File: src/rtl/robo_ctrl.sv
// Wall-following maze controller: samples the map sensors, then issues one move/turn/clear pulse per decision.
// Define ROBO_CTRL_STEP_LIMIT_EN to abort a run into FAIL once step_count reaches MAX_STEPS.
module robo_ctrl #(
    parameter int SETTLE_CYCLES = 2,
    parameter int MAX_STEPS     = 400
) (
    input  logic        clock,
    input  logic        reset,
    input  logic        start,
    input  logic        head_in,
    input  logic        left_in,
    input  logic        under_in,
    input  logic        barrier_in,
    output logic        avancar,
    output logic        girar,
    output logic        remover,
    output logic        busy,
    output logic        done,
    output logic        fail,
    output logic [15:0] step_count
);

    generate
        if (SETTLE_CYCLES < 1 || SETTLE_CYCLES > 15 || MAX_STEPS < 1 || MAX_STEPS > 65535) begin : g_bad_params
            $error("robo_ctrl: parameter out of range");
        end
    endgenerate

    typedef enum logic [3:0] {
        IDLE, DECIDE, FWD, TURN_L, TURN_R, REMOVE, WAIT, DONE, FAIL
    } state_t;

    state_t     state;
    logic [3:0] wait_cnt;
    logic [1:0] turn_pend;   // girar pulses still owed by a left turn
    logic       turned_left;

`ifdef ROBO_CTRL_STEP_LIMIT_EN
    logic fail_q;
    assign fail = fail_q;
`else
    assign fail = 1'b0;
`endif

    // The settle window is the command cycle, the WAIT cycles and the DECIDE
    // cycle whose closing edge samples the sensors: SETTLE_CYCLES idle cycles
    // between a pulse and the next sample, one command every SETTLE_CYCLES+1.
    always_ff @(posedge clock or posedge reset) begin
        if (reset) begin
            state       <= IDLE;
            wait_cnt    <= 4'd0;
            turn_pend   <= 2'd0;
            turned_left <= 1'b0;
            step_count  <= 16'd0;
            avancar     <= 1'b0;
            girar       <= 1'b0;
            remover     <= 1'b0;
            busy        <= 1'b0;
            done        <= 1'b0;
`ifdef ROBO_CTRL_STEP_LIMIT_EN
            fail_q      <= 1'b0;
`endif
        end else begin
            avancar <= 1'b0;
            girar   <= 1'b0;
            remover <= 1'b0;
            case (state)
                IDLE, DONE, FAIL: begin
                    if (start) begin
                        state       <= DECIDE;
                        step_count  <= 16'd0;
                        turned_left <= 1'b0;
                        turn_pend   <= 2'd0;
                        busy        <= 1'b1;
                        done        <= 1'b0;
`ifdef ROBO_CTRL_STEP_LIMIT_EN
                        fail_q      <= 1'b0;
`endif
                    end
                end
                DECIDE: begin
                    if (turn_pend != 2'd0) begin
                        // mid left turn: finish the rotation before looking again
                        state     <= TURN_L;
                        girar     <= 1'b1;
                        turn_pend <= turn_pend - 2'd1;
                    end else if (under_in) begin
                        state <= DONE;
                        busy  <= 1'b0;
                        done  <= 1'b1;
                    end
`ifdef ROBO_CTRL_STEP_LIMIT_EN
                    else if (step_count == 16'(MAX_STEPS)) begin
                        state  <= FAIL;
                        busy   <= 1'b0;
                        fail_q <= 1'b1;
                    end
`endif
                    else if (barrier_in) begin
                        state   <= REMOVE;
                        remover <= 1'b1;
                    end else if (!left_in && !turned_left) begin
                        // three clockwise quarter turns make one left turn
                        state     <= TURN_L;
                        girar     <= 1'b1;
                        turn_pend <= 2'd2;
                    end else if (!head_in) begin
                        state       <= FWD;
                        avancar     <= 1'b1;
                        turned_left <= 1'b0;
                        if (step_count != 16'hFFFF)
                            step_count <= step_count + 16'd1;
                    end else begin
                        state <= TURN_R;
                        girar <= 1'b1;
                    end
                end
                FWD, TURN_L, TURN_R, REMOVE: begin
                    if (state == TURN_L && turn_pend == 2'd0)
                        turned_left <= 1'b1;
                    if (SETTLE_CYCLES > 1) begin
                        state    <= WAIT;
                        wait_cnt <= 4'(SETTLE_CYCLES - 2);
                    end else begin
                        state <= DECIDE;
                    end
                end
                WAIT: begin
                    if (wait_cnt == 4'd0)
                        state <= DECIDE;
                    else
                        wait_cnt <= wait_cnt - 4'd1;
                end
                default: state <= IDLE;
            endcase
        end
    end

endmodule
File: config.mk
export PLATFORM = sky130hd
export DESIGN_NAME = robo_ctrl
export DESIGN_NICKNAME = d
export VERILOG_FILES = /design/src/rtl/robo_ctrl.sv
export SDC_FILE = /design/constraint.sdc
export NUM_CORES = 1
export LEC_CHECK = 0
export CAP_MARGIN = 20
export CORE_ASPECT_RATIO = 0.6
export CORE_MARGIN = 1.5
export CORE_UTILIZATION = 58
export CTS_BUF_LIST = sky130_fd_sc_hd__clkbuf_16
export DETAILED_ROUTE_END_ITERATION = 6
export PLACE_DENSITY = 0.85
export SLEW_MARGIN = 20
export SYNTH_ARGS = -nofsm -noshare
export SYNTH_HDL_FRONTEND = slang
export SYNTH_SLANG_ARGS = --single-unit
File: constraint.sdc
create_clock -name clock -period 3.6 [get_ports clock]
set_clock_uncertainty 0.1 [all_clocks]
set_input_delay 0.72 -clock clock [delete_from_list [all_inputs] [get_ports clock]]
set_output_delay 0.72 -clock clock [all_outputs]
set_load 0.02 [all_outputs]
==> run metrics, run 1 <==
R2R Path End turn_pend[1]$_DFFE_PP0P_; detailed placement HPWL 3160 µm; net count after synthesis between 200 and 250; total number of vias 1780; setup violators final 0; # IOs 29; Hold/Removal Path Class reg2reg; Final Hold Viols 0; most instantiated cells after synthesis 31 x dfrtp_1, 21 x nand2_1, 18 x nor2_1, 17 x o21ai_0, 13 x a21oi_1; Filler cells 190; H-tree Lvls 2; total negative slack 0 ns; Die ar. around 3600 µm²; crit-path cells clkdlybuf4s50_1 > and3_1 > o21ai_1 > and2_1 > a21oi_1 > mux2_2; initial drt markers a little over 200; post-route antenna net violation count 0; outcome completed; vias in the first global route 1584; CTS tree yes; Netlist cell types 52; area of the core 2980 µm²; Worst-Skew Late Latency 0.28 ns; critical path peak fanout 15; Mapped Cells 213; count of pins over their slew limit 0; Min Clock Period, post-route 2.64 ns; Mapped Area 1890 µm²; DR pass1 iterations 5; synth-to-layout area growth 22.0%; Req. time, crit path between 3 and 4 ns; layout cells sized above 1 8.40%; post-synth top area share 41.0%; critical path capture point type register; CTS Buf Count 5; final WL between 4000 and 5000 µm; Wirelength per Cell 16.8 µm; first-pass GRT wire length around 7500 µm; dpl cells between 200 and 300; Top delay family on crit path simple AND/OR/NAND/NOR gates; power density cells 547 nW/µm²; grt total ovfl 0; synthesis-stage register bit count 31; cts repair resizes 0; Max-Cap Viols 0; Max clock buf depth 2; final period utilization 73.3%; gpl congestion 0.852; worst hold path endpoint busy$_DFFE_PP0P_; drt drc 0; flop-to-flop setup slack 1.08 ns; Die Span Y 47.2 µm; EDFF count, synth 0; GRT Total Usage 28.2%; Root Buffer clkbuf_16; die span in x approximately 77 µm; maximum vdd drop 0.413 mV; initial antenna violation count 0; IO buf count 27; critical path's largest stage delay roughly 0.57 ns; Syn. warnings 0; via/cell ratio 6.36; Post-Layout Cell Count 280; prevailing post-synth register cell dfrtp_1; Register-to-Register Path Depth 5; worst hold start busy$_DFFE_PP0P_; largest net degree at the start of global routing 32; slew of the pin with the lowest slew margin 0.786 ns; Fmax 379 MHz; CTS Hold Bufs 0; Fin Hold WS 0.401 ns; Post-CTS Repair Setup Buffers 0; clk sinks 31; Reg clk slew, reported paths 0.05 ns; NumNets Final approximately 250; Rel. slew slack between 40% and 50%; RR Startpoint state[1]$_DFFE_PP0P_; Leak between 0.9 and 1 nW; leading area contributor after synthesis dfrtp_1; CP bufs+invs 1; hold path cells 2; initial core utilization a little under two thirds; Setup crit start kind primary input; Site Rows 15; Max stage delay cell, worst path clkdlybuf4s50_1; top cells by area, synth dfrtp_1 41%, o21ai_0 4.5%, nand2_1 4.2%; Diodes inserted 0; register area share after synthesis around 41%; data arrival time of the critical path 2.70 ns; kind of critical path in2reg; fraction of registers with async set/reset 100%; RSZ-0062 raised after global routing false; leading cell type by number of instances after synthesis dfrtp_1; Avg Cell Area, Syn about 8.9 µm²
[worst max path at each step]
stage               start                         to  slack (ns)  cells past startpoint
6_report            start   turn_pend[1]$_DFFE_PP0P_        0.96                      6
3_3_place_gp     under_in  step_count[0]$_DFFE_PP0P_        0.78                      6
3_5_place_dp     under_in  step_count[0]$_DFFE_PP0P_        0.72                      6
2_1_floorplan  barrier_in  step_count[0]$_DFFE_PP0P_        1.35                      5
5_1_grt             start   turn_pend[1]$_DFFE_PP0P_        0.85                      6
4_1_cts             start   turn_pend[1]$_DFFE_PP0P_        1.01                      6
[metal layers]
metal	vias up	wire (µm)	track usage, %
li1	829	-	-
met1	849	2210	37.3
met2	94	2050	42.1
met3	8	416	10.7
met4	0	42	12.6
met5	-	0	0
[layout by cell type (no fill, tap or decap), types with 10 or more instances in the layout]
cell / netlist / routed
dfrtp_1: 31 / 31
inv_1: 12 / 14
o21ai_0: 17 / 17
nand3_1: 10 / 10
clkdlybuf4s50_1: 0 / 27
nor2_1: 18 / 18
a21oi_1: 13 / 13
nand2_1: 21 / 21
[state kept, by name, summed over array words and instances, names as in the netlist]
register and cells:
turn_pend 2, state 3, turned_left 1, avancar 1, busy 1, remover 1
wait_cnt 4, step_count 16, girar 1, done 1
[power by group]
group	leakage [nW]	internal (mW)	total [mW]	switching (mW)
Clock	0.0762	0.249	0.386	0.138
Sequential	0.418	0.395	0.462	0.0677
Combinational	0.432	0.146	0.413	0.267
Total	0.927	0.789	1.26	0.472
[cells by family (layout without fill, tap and decap cells)]
group / count (synthesis) / count (layout) / share of synthesized area [%]
adder cells (fa/ha/maj): 5 / 5 / 3.31
other: 1 / 1 / 0.198
AND/OR/NAND/NOR: 88 / 88 / 26.7
AO/OA/AOI/OAI: 59 / 59 / 20.4
multiplexers: 3 / 3 / 1.92
XOR/XNOR: 3 / 3 / 1.39
flip-flops: 31 / 31 / 41.0
buffers and inverters: 23 / 48 / 5.10
[tightest hold or removal path: stages (launching register included)]
cell and delay [ns]:
dfrtp_1 0.33, o21ai_0 0.07, o21ai_0 0.06
[final cells by class]
class / instances / area (µm²) / area share (%)
Timing Repair Buffer: 28 / 278 / 12.0
Clock buffer: 5 / 125 / 5.42
Multi-Input combinational cell: 159 / 1020 / 44.1
Clock inverter: 3 / 12.5 / 0.542
Tap cell: 42 / 52.6 / 2.28
Inverter: 12 / 45.0 / 1.95
Sequential cell: 31 / 776 / 33.6
[through the flow]
| stage | instance area (µm²) | util, % | power, mW | setup slack (ns) |
|---|---|---|---|---|
| 3_3_place_gp | 2170 | 72.7 | 0.842 | 0.782 |
| 4_1_cts | 2310 | 77.3 | 1.26 | 1.01 |
| 5_1_grt | 2310 | 77.3 | 1.33 | 0.854 |
| 3_5_place_dp | 2170 | 72.7 | 0.863 | 0.721 |
| 6_report | 2310 | 77.3 | 1.26 | 0.960 |
| 2_1_floorplan | 1890 | - | 0.753 | 1.35 |
No activity file was read; power rests on OpenSTA's default activity.
==> inputs of run 2 (changes only) <==
--- a/config.mk
+++ b/config.mk
@@ -8,10 +8,10 @@
 export CAP_MARGIN = 20
 export CORE_ASPECT_RATIO = 0.6
 export CORE_MARGIN = 1.5
-export CORE_UTILIZATION = 58
+export CORE_UTILIZATION = 54
 export CTS_BUF_LIST = sky130_fd_sc_hd__clkbuf_16
 export DETAILED_ROUTE_END_ITERATION = 6
-export PLACE_DENSITY = 0.85
+export PLACE_DENSITY = 0.8
 export SLEW_MARGIN = 20
 export SYNTH_ARGS = -nofsm -noshare
 export SYNTH_HDL_FRONTEND = slang
==> constraint.sdc (replaced) <==
create_clock -name clock -period 2.65 [get_ports clock]
set_clock_uncertainty 0.1 [all_clocks]
set_input_delay 0.53 -clock clock [delete_from_list [all_inputs] [get_ports clock]]
set_output_delay 0.53 -clock clock [all_outputs]
set_load 0.02 [all_outputs]
==> run metrics, run 2 (synthesis results as in run 1) <==
Multi-input gate area 1020 µm² (unchanged); grt total ovfl 0 (unchanged); most common cell after layout, fill and taps aside dfrtp_1 (unchanged); RSZ-0062 raised after global routing false (unchanged); gpl congestion 0.865 (was 0.852); initial core utilization 57.2% (was 63.4%); Leak 0.969 nW (was 0.927 nW); Diodes inserted 0 (unchanged); setup violators final 0 (unchanged); post-route antenna net violation count 0 (unchanged); data arrival time of the critical path 2.38 ns (was 2.70 ns); Min Clock Period, post-route 2.32 ns; first-pass GRT wire length 7590 µm (was 7550 µm); Place WS 0.0623 ns (was 0.721 ns); Root Buffer clkbuf_16 (unchanged); CTS Buf Count 5 (unchanged); Worst-Skew Late Latency 0.28 ns (about the same); Post-CTS Repair Setup Buffers 0 (unchanged); largest register by flop count step_count (unchanged); vias in the first global route 1656 (was 1584); synth-to-layout area growth 25.8% (was 22.0%); largest net degree at the start of global routing 32 (unchanged); Die ar. 3880 µm² (was 3620 µm²); final WL 4370 µm (was 4710 µm); flop-to-flop setup slack 0.37 ns (was 1.08 ns); IO buf count 27 (unchanged); layout cells sized above 1 11.7% (was 8.40%); # IOs 29 (unchanged); total number of vias 1793 (was 1780); Setup crit start kind primary input (unchanged); Req. time, crit path 2.71 ns (was 3.66 ns); die span in x 79.4 µm (was 76.7 µm); maximum vdd drop 0.368 mV (was 0.413 mV); H-tree Lvls 2 (unchanged); total negative slack 0 ns (unchanged); Filler cells 247 (was 190); critical path peak fanout 5 (was 15); critical path capture point type register (unchanged); CTS tree yes (unchanged); Total Power 1.74 mW (was 1.26 mW); drt drc 0 (unchanged); power density cells 731 nW/µm² (was 547 nW/µm²); Max-Cap Viols 0 (unchanged); Die Span Y 48.8 µm (was 47.2 µm); slew of the pin with the lowest slew margin 0.597 ns (was 0.786 ns); Sequential Area 776 µm² (unchanged); hold path cells 1 (was 2); outcome completed (unchanged); area of the core 3300 µm² (was 2980 µm²); final setup margin 0.331 ns (was 0.960 ns); via/cell ratio 6.14 (was 6.36); NumNets Final 258 (was 249); Hold/Removal Path Class reg2reg (unchanged); Max clock buf depth 2 (unchanged); DR pass1 iterations 4 (was 5); initial antenna violation count 0 (unchanged); Fin Hold WS 0.389 ns (was 0.401 ns); Rel. slew slack 59.8% (was 47.6%); Site Rows 16 (was 15); max FFs per register 16 (unchanged); initial drt markers 149 (was 205); commonest cells after routing, fill and taps aside 31 x dfrtp_1, 27 x clkdlybuf4s50_1, 21 x nand2_1 (unchanged); kind of critical path in2reg (unchanged); count of pins over their slew limit 0 (unchanged); final period utilization around 90%; Fmax roughly 430 MHz; Register-to-Register Path Depth 7 (was 5); Wirelength per Cell 15.0 µm (was 16.8 µm); cts repair resizes 0 (unchanged); CTS Hold Bufs 0 (unchanged); largest registers step_count (16), wait_cnt (4), state (3) (unchanged); detailed placement HPWL 3200 µm (was 3160 µm); Reg clk slew, reported paths 0.05 ns (about the same); clk sinks 31 (unchanged); Final Hold Viols 0 (unchanged); GRT Total Usage 25.0% (was 28.2%)
==> run 2: worst paths after layout <==
path,startpoint,end
worst max-delay path,barrier_in,step_count[0]$_DFFE_PP0P_
max in group asynchronous,reset,step_count[4]$_DFFE_PP0P_
min in group asynchronous,reset,girar$_DFF_PP0_
worst min-delay path,wait_cnt[0]$_DFFE_PP0P_,wait_cnt[0]$_DFFE_PP0P_
worst min register to register,wait_cnt[0]$_DFFE_PP0P_,wait_cnt[0]$_DFFE_PP0P_
worst max register to register,step_count[1]$_DFFE_PP0P_,step_count[9]$_DFFE_PP0P_
==> run 2: critical path, cell delays in order <==
cell and delay [ns]:
clkdlybuf4s50_1 0.47, or3b_4 0.47, or3_4 0.38, a21oi_4 0.19, o21ai_2 0.08, mux2_4 0.26
==> run 2: layout make-up <==
type	instances	share of cell area [%]
multi-input combinational	159	42.8
sequential	31	32.6
timing repair buffer	37	14.5
clock buffer	5	5.26
tap	45	2.37
inverter	12	1.89
clock inverter	3	0.526
==> run 2: per-stage QoR <==
step / util [%] / instance area, µm² / instances
final: 72.0 / 2380 / 292
after global routing: 72.0 / 2380 / 292
after detailed placement: 67.8 / 2240 / 284
after floorplan: - / 1890 / 213
after global placement: 67.8 / 2240 / 284
after CTS: 72.0 / 2380 / 292
==> run 2: power breakdown <==
| part | internal [mW] | switching (mW) | total, mW |
|---|---|---|---|
| clock | 0.338 | 0.195 | 0.534 |
| sequential | 0.536 | 0.0814 | 0.618 |
| combinational | 0.232 | 0.356 | 0.588 |
| total | 1.11 | 0.632 | 1.74 |
==> run 2: metal layers <==
metal / up-vias / global-route usage [%] / routed length (µm)
met5: - / 0 / 0
met4: 0 / 5.26 / 11
met3: 2 / 8.60 / 377
met1: 873 / 39.0 / 2130
met2: 75 / 33.3 / 1850
li1: 843 / - / -
==> inputs of run 3 (changes only) <==
--- a/config.mk
+++ b/config.mk
@@ -8,10 +8,10 @@
 export CAP_MARGIN = 20
 export CORE_ASPECT_RATIO = 0.6
 export CORE_MARGIN = 1.5
-export CORE_UTILIZATION = 54
+export CORE_UTILIZATION = 40
 export CTS_BUF_LIST = sky130_fd_sc_hd__clkbuf_16
 export DETAILED_ROUTE_END_ITERATION = 6
-export PLACE_DENSITY = 0.8
+export DONT_BUFFER_PORTS = 1
 export SLEW_MARGIN = 20
 export SYNTH_ARGS = -nofsm -noshare
 export SYNTH_HDL_FRONTEND = slang
==> run metrics, run 3 (synthesis results as in run 1) <==
outcome completed (unchanged); dpl cells 275 (was 284); Worst-Skew Late Latency 0.27 ns (was 0.28 ns); Req. time, crit path 2.70 ns (was 2.71 ns); Combinational Power Share 31.4% (was 33.8%); first-pass GRT wire length 7470 µm (was 7590 µm); most common cell after layout, fill and taps aside dfrtp_1 (unchanged); largest registers step_count (16), wait_cnt (4), state (3) (unchanged); Die ar. 5160 µm² (was 3880 µm²); die span in x 91.8 µm (was 79.4 µm); slew of the pin with the lowest slew margin 0.707 ns (was 0.597 ns); IO buf count 0 (was 27); Final Hold Viols 0 (unchanged); clk sinks 31 (unchanged); RR Startpoint step_count[3]$_DFFE_PP0P_ (was step_count[1]$_DFFE_PP0P_); largest register by flop count step_count (unchanged); kind of critical path reg2reg (was in2reg); final WL 4440 µm (was 4370 µm); Hold/Removal Path Class in2async (was reg2reg); grt total ovfl 0 (unchanged); count of pins over their slew limit 0 (unchanged); P_int 1.07 mW (was 1.11 mW); # IOs 29 (unchanged); Fmax 446 MHz (was 431 MHz); switch share 37.0% (was 36.3%); switching pwr 625 µW (was 632 µW); Root Buffer clkbuf_16 (unchanged); initial core utilization 41.4% (was 57.2%); Post-CTS Repair Setup Buffers 0 (unchanged); initial drt markers 136 (was 149); DR pass1 iterations 4 (unchanged); flop-to-flop setup slack 0.41 ns (was 0.37 ns); max FFs per register 16 (unchanged); vias in the first global route 1441 (was 1656); Max clock buf depth 2 (unchanged); total number of vias 1598 (was 1793); Filler cells 454 (was 247); via/cell ratio 5.67 (was 6.14); clock power share 31.0% (was 30.7%); Multi-input gate area 1020 µm² (unchanged); synth-to-layout area growth 12.5% (was 25.8%); largest net degree at the start of global routing 32 (unchanged); data arrival time of the critical path 2.29 ns (was 2.38 ns); GRT Total Usage 18.7% (was 25.0%); RSZ-0062 raised after global routing false (unchanged); gpl congestion 0.824 (was 0.865); setup violators final 0 (unchanged); CTS Hold Bufs 0 (unchanged); Die Span Y 56.3 µm (was 48.8 µm); Final Util 46.6% (was 72.0%); H-tree Lvls 2 (unchanged); Sequential Area 776 µm² (unchanged); cts repair resizes 0 (unchanged); NumNets Final 231 (was 258); Setup crit start kind register (was primary input); initial antenna violation count 0 (unchanged); total negative slack 0 ns (unchanged); Register-to-Register Path Depth 5 (was 7); CTS Buf Count 5 (unchanged); final period utilization 84.5% (was 87.5%); maximum vdd drop 0.414 mV (was 0.368 mV); Reg clk slew, reported paths 0.05 ns (about the same); sequential power share 37.6% (was 35.5%); detailed placement HPWL 3250 µm (was 3200 µm); CTS tree yes (unchanged); Site Rows 19 (was 16); Rel. slew slack 52.4% (was 59.8%); power density cells 795 nW/µm² (was 731 nW/µm²); Wirelength per Cell 15.8 µm (was 15.0 µm); Total Power 1.69 mW (was 1.74 mW); Diodes inserted 0 (unchanged); drt drc 0 (unchanged); crit path launch step_count[3]$_DFFE_PP0P_ (was barrier_in); layout cells sized above 1 13.2% (was 11.7%); critical path capture point type register (unchanged); commonest cells after routing, fill and taps aside 31 x dfrtp_1, 21 x nand2_1, 18 x nor2_1 (was 31 x dfrtp_1, 27 x clkdlybuf4s50_1, 21 x nand2_1); Min Clock Period, post-route 2.24 ns (was 2.32 ns); Post-Layout Cell Count 282 (was 292); Max-Cap Viols 0 (unchanged); critical path peak fanout 8 (was 5); post-route antenna net violation count 0 (unchanged); Leak 0.867 nW (was 0.969 nW); area of the core 4560 µm² (was 3300 µm²)
==> run 3: changes by cell type in the layout (fill, tap and decap cells not counted), sizes merged <==
cell	delta
inv	-2
clkdlybuf4s50	-27
clkinv	+1
==> run 3: cell type report <==
cell class / instances / area share (%)
flip-flops and latches: 31 / 36.5
inverters: 12 / 2.12
clock buffers: 5 / 5.88
repair buffers: 10 / 3.53
clock inverters: 2 / 0.412
multi-input cells: 159 / 47.9
well taps: 63 / 3.71
==> run 3: critical path: stages (launching register included) <==
cell and delay [ns]:
dfrtp_1 0.56, nand3_4 0.18, or4_4 0.59, o21ai_2 0.31
nor3_1 0.09, a221o_1 0.29
==> run 3: per-stage QoR <==
stage / hold slack (ns) / setup slack (ns) / area (µm²)
finish: 0.125 / 0.410 / 2130
global route: 0.168 / 0.302 / 2130
CTS: 0.144 / 0.419 / 2130
detailed placement: 0.404 / 0.429 / 1990
global placement: 0.400 / 0.466 / 1990
floorplan: 0.362 / 0.444 / 1890
==> run 3: per-layer routing <==
| metal | track usage [%] | wire, µm | vias to the layer above |
|---|---|---|---|
| met5 | 0 | 0 | - |
| met4 | 5.05 | 51 | 0 |
| met3 | 5.96 | 351 | 6 |
| met2 | 23.3 | 1630 | 64 |
| met1 | 29.8 | 2410 | 729 |
| li1 | - | - | 799 |
==> run 3: power by group through the flow <==
| stage | clock [mW] | sequential, mW | combinational, mW |
|---|---|---|---|
| finish | 0.524 | 0.636 | 0.530 |
| global route | 0.563 | 0.647 | 0.584 |
| CTS | 0.539 | 0.636 | 0.527 |
| detailed placement | 0 | 0.644 | 0.524 |
| global placement | 0 | 0.644 | 0.524 |
| floorplan | 0 | 0.602 | 0.420 |
==> run 3: path summary, 6_finish.rpt <==
| check | to |
|---|---|
| worst max-delay path | step_count[9]$_DFFE_PP0P_ |
| worst min-delay path | state[2]$_DFFE_PP0P_ |
| worst max register to register | step_count[9]$_DFFE_PP0P_ |
| worst min register to register | wait_cnt[0]$_DFFE_PP0P_ |
| max in group asynchronous | done$_DFFE_PP0P_ |
| min in group clock | remover$_DFF_PP0_ |
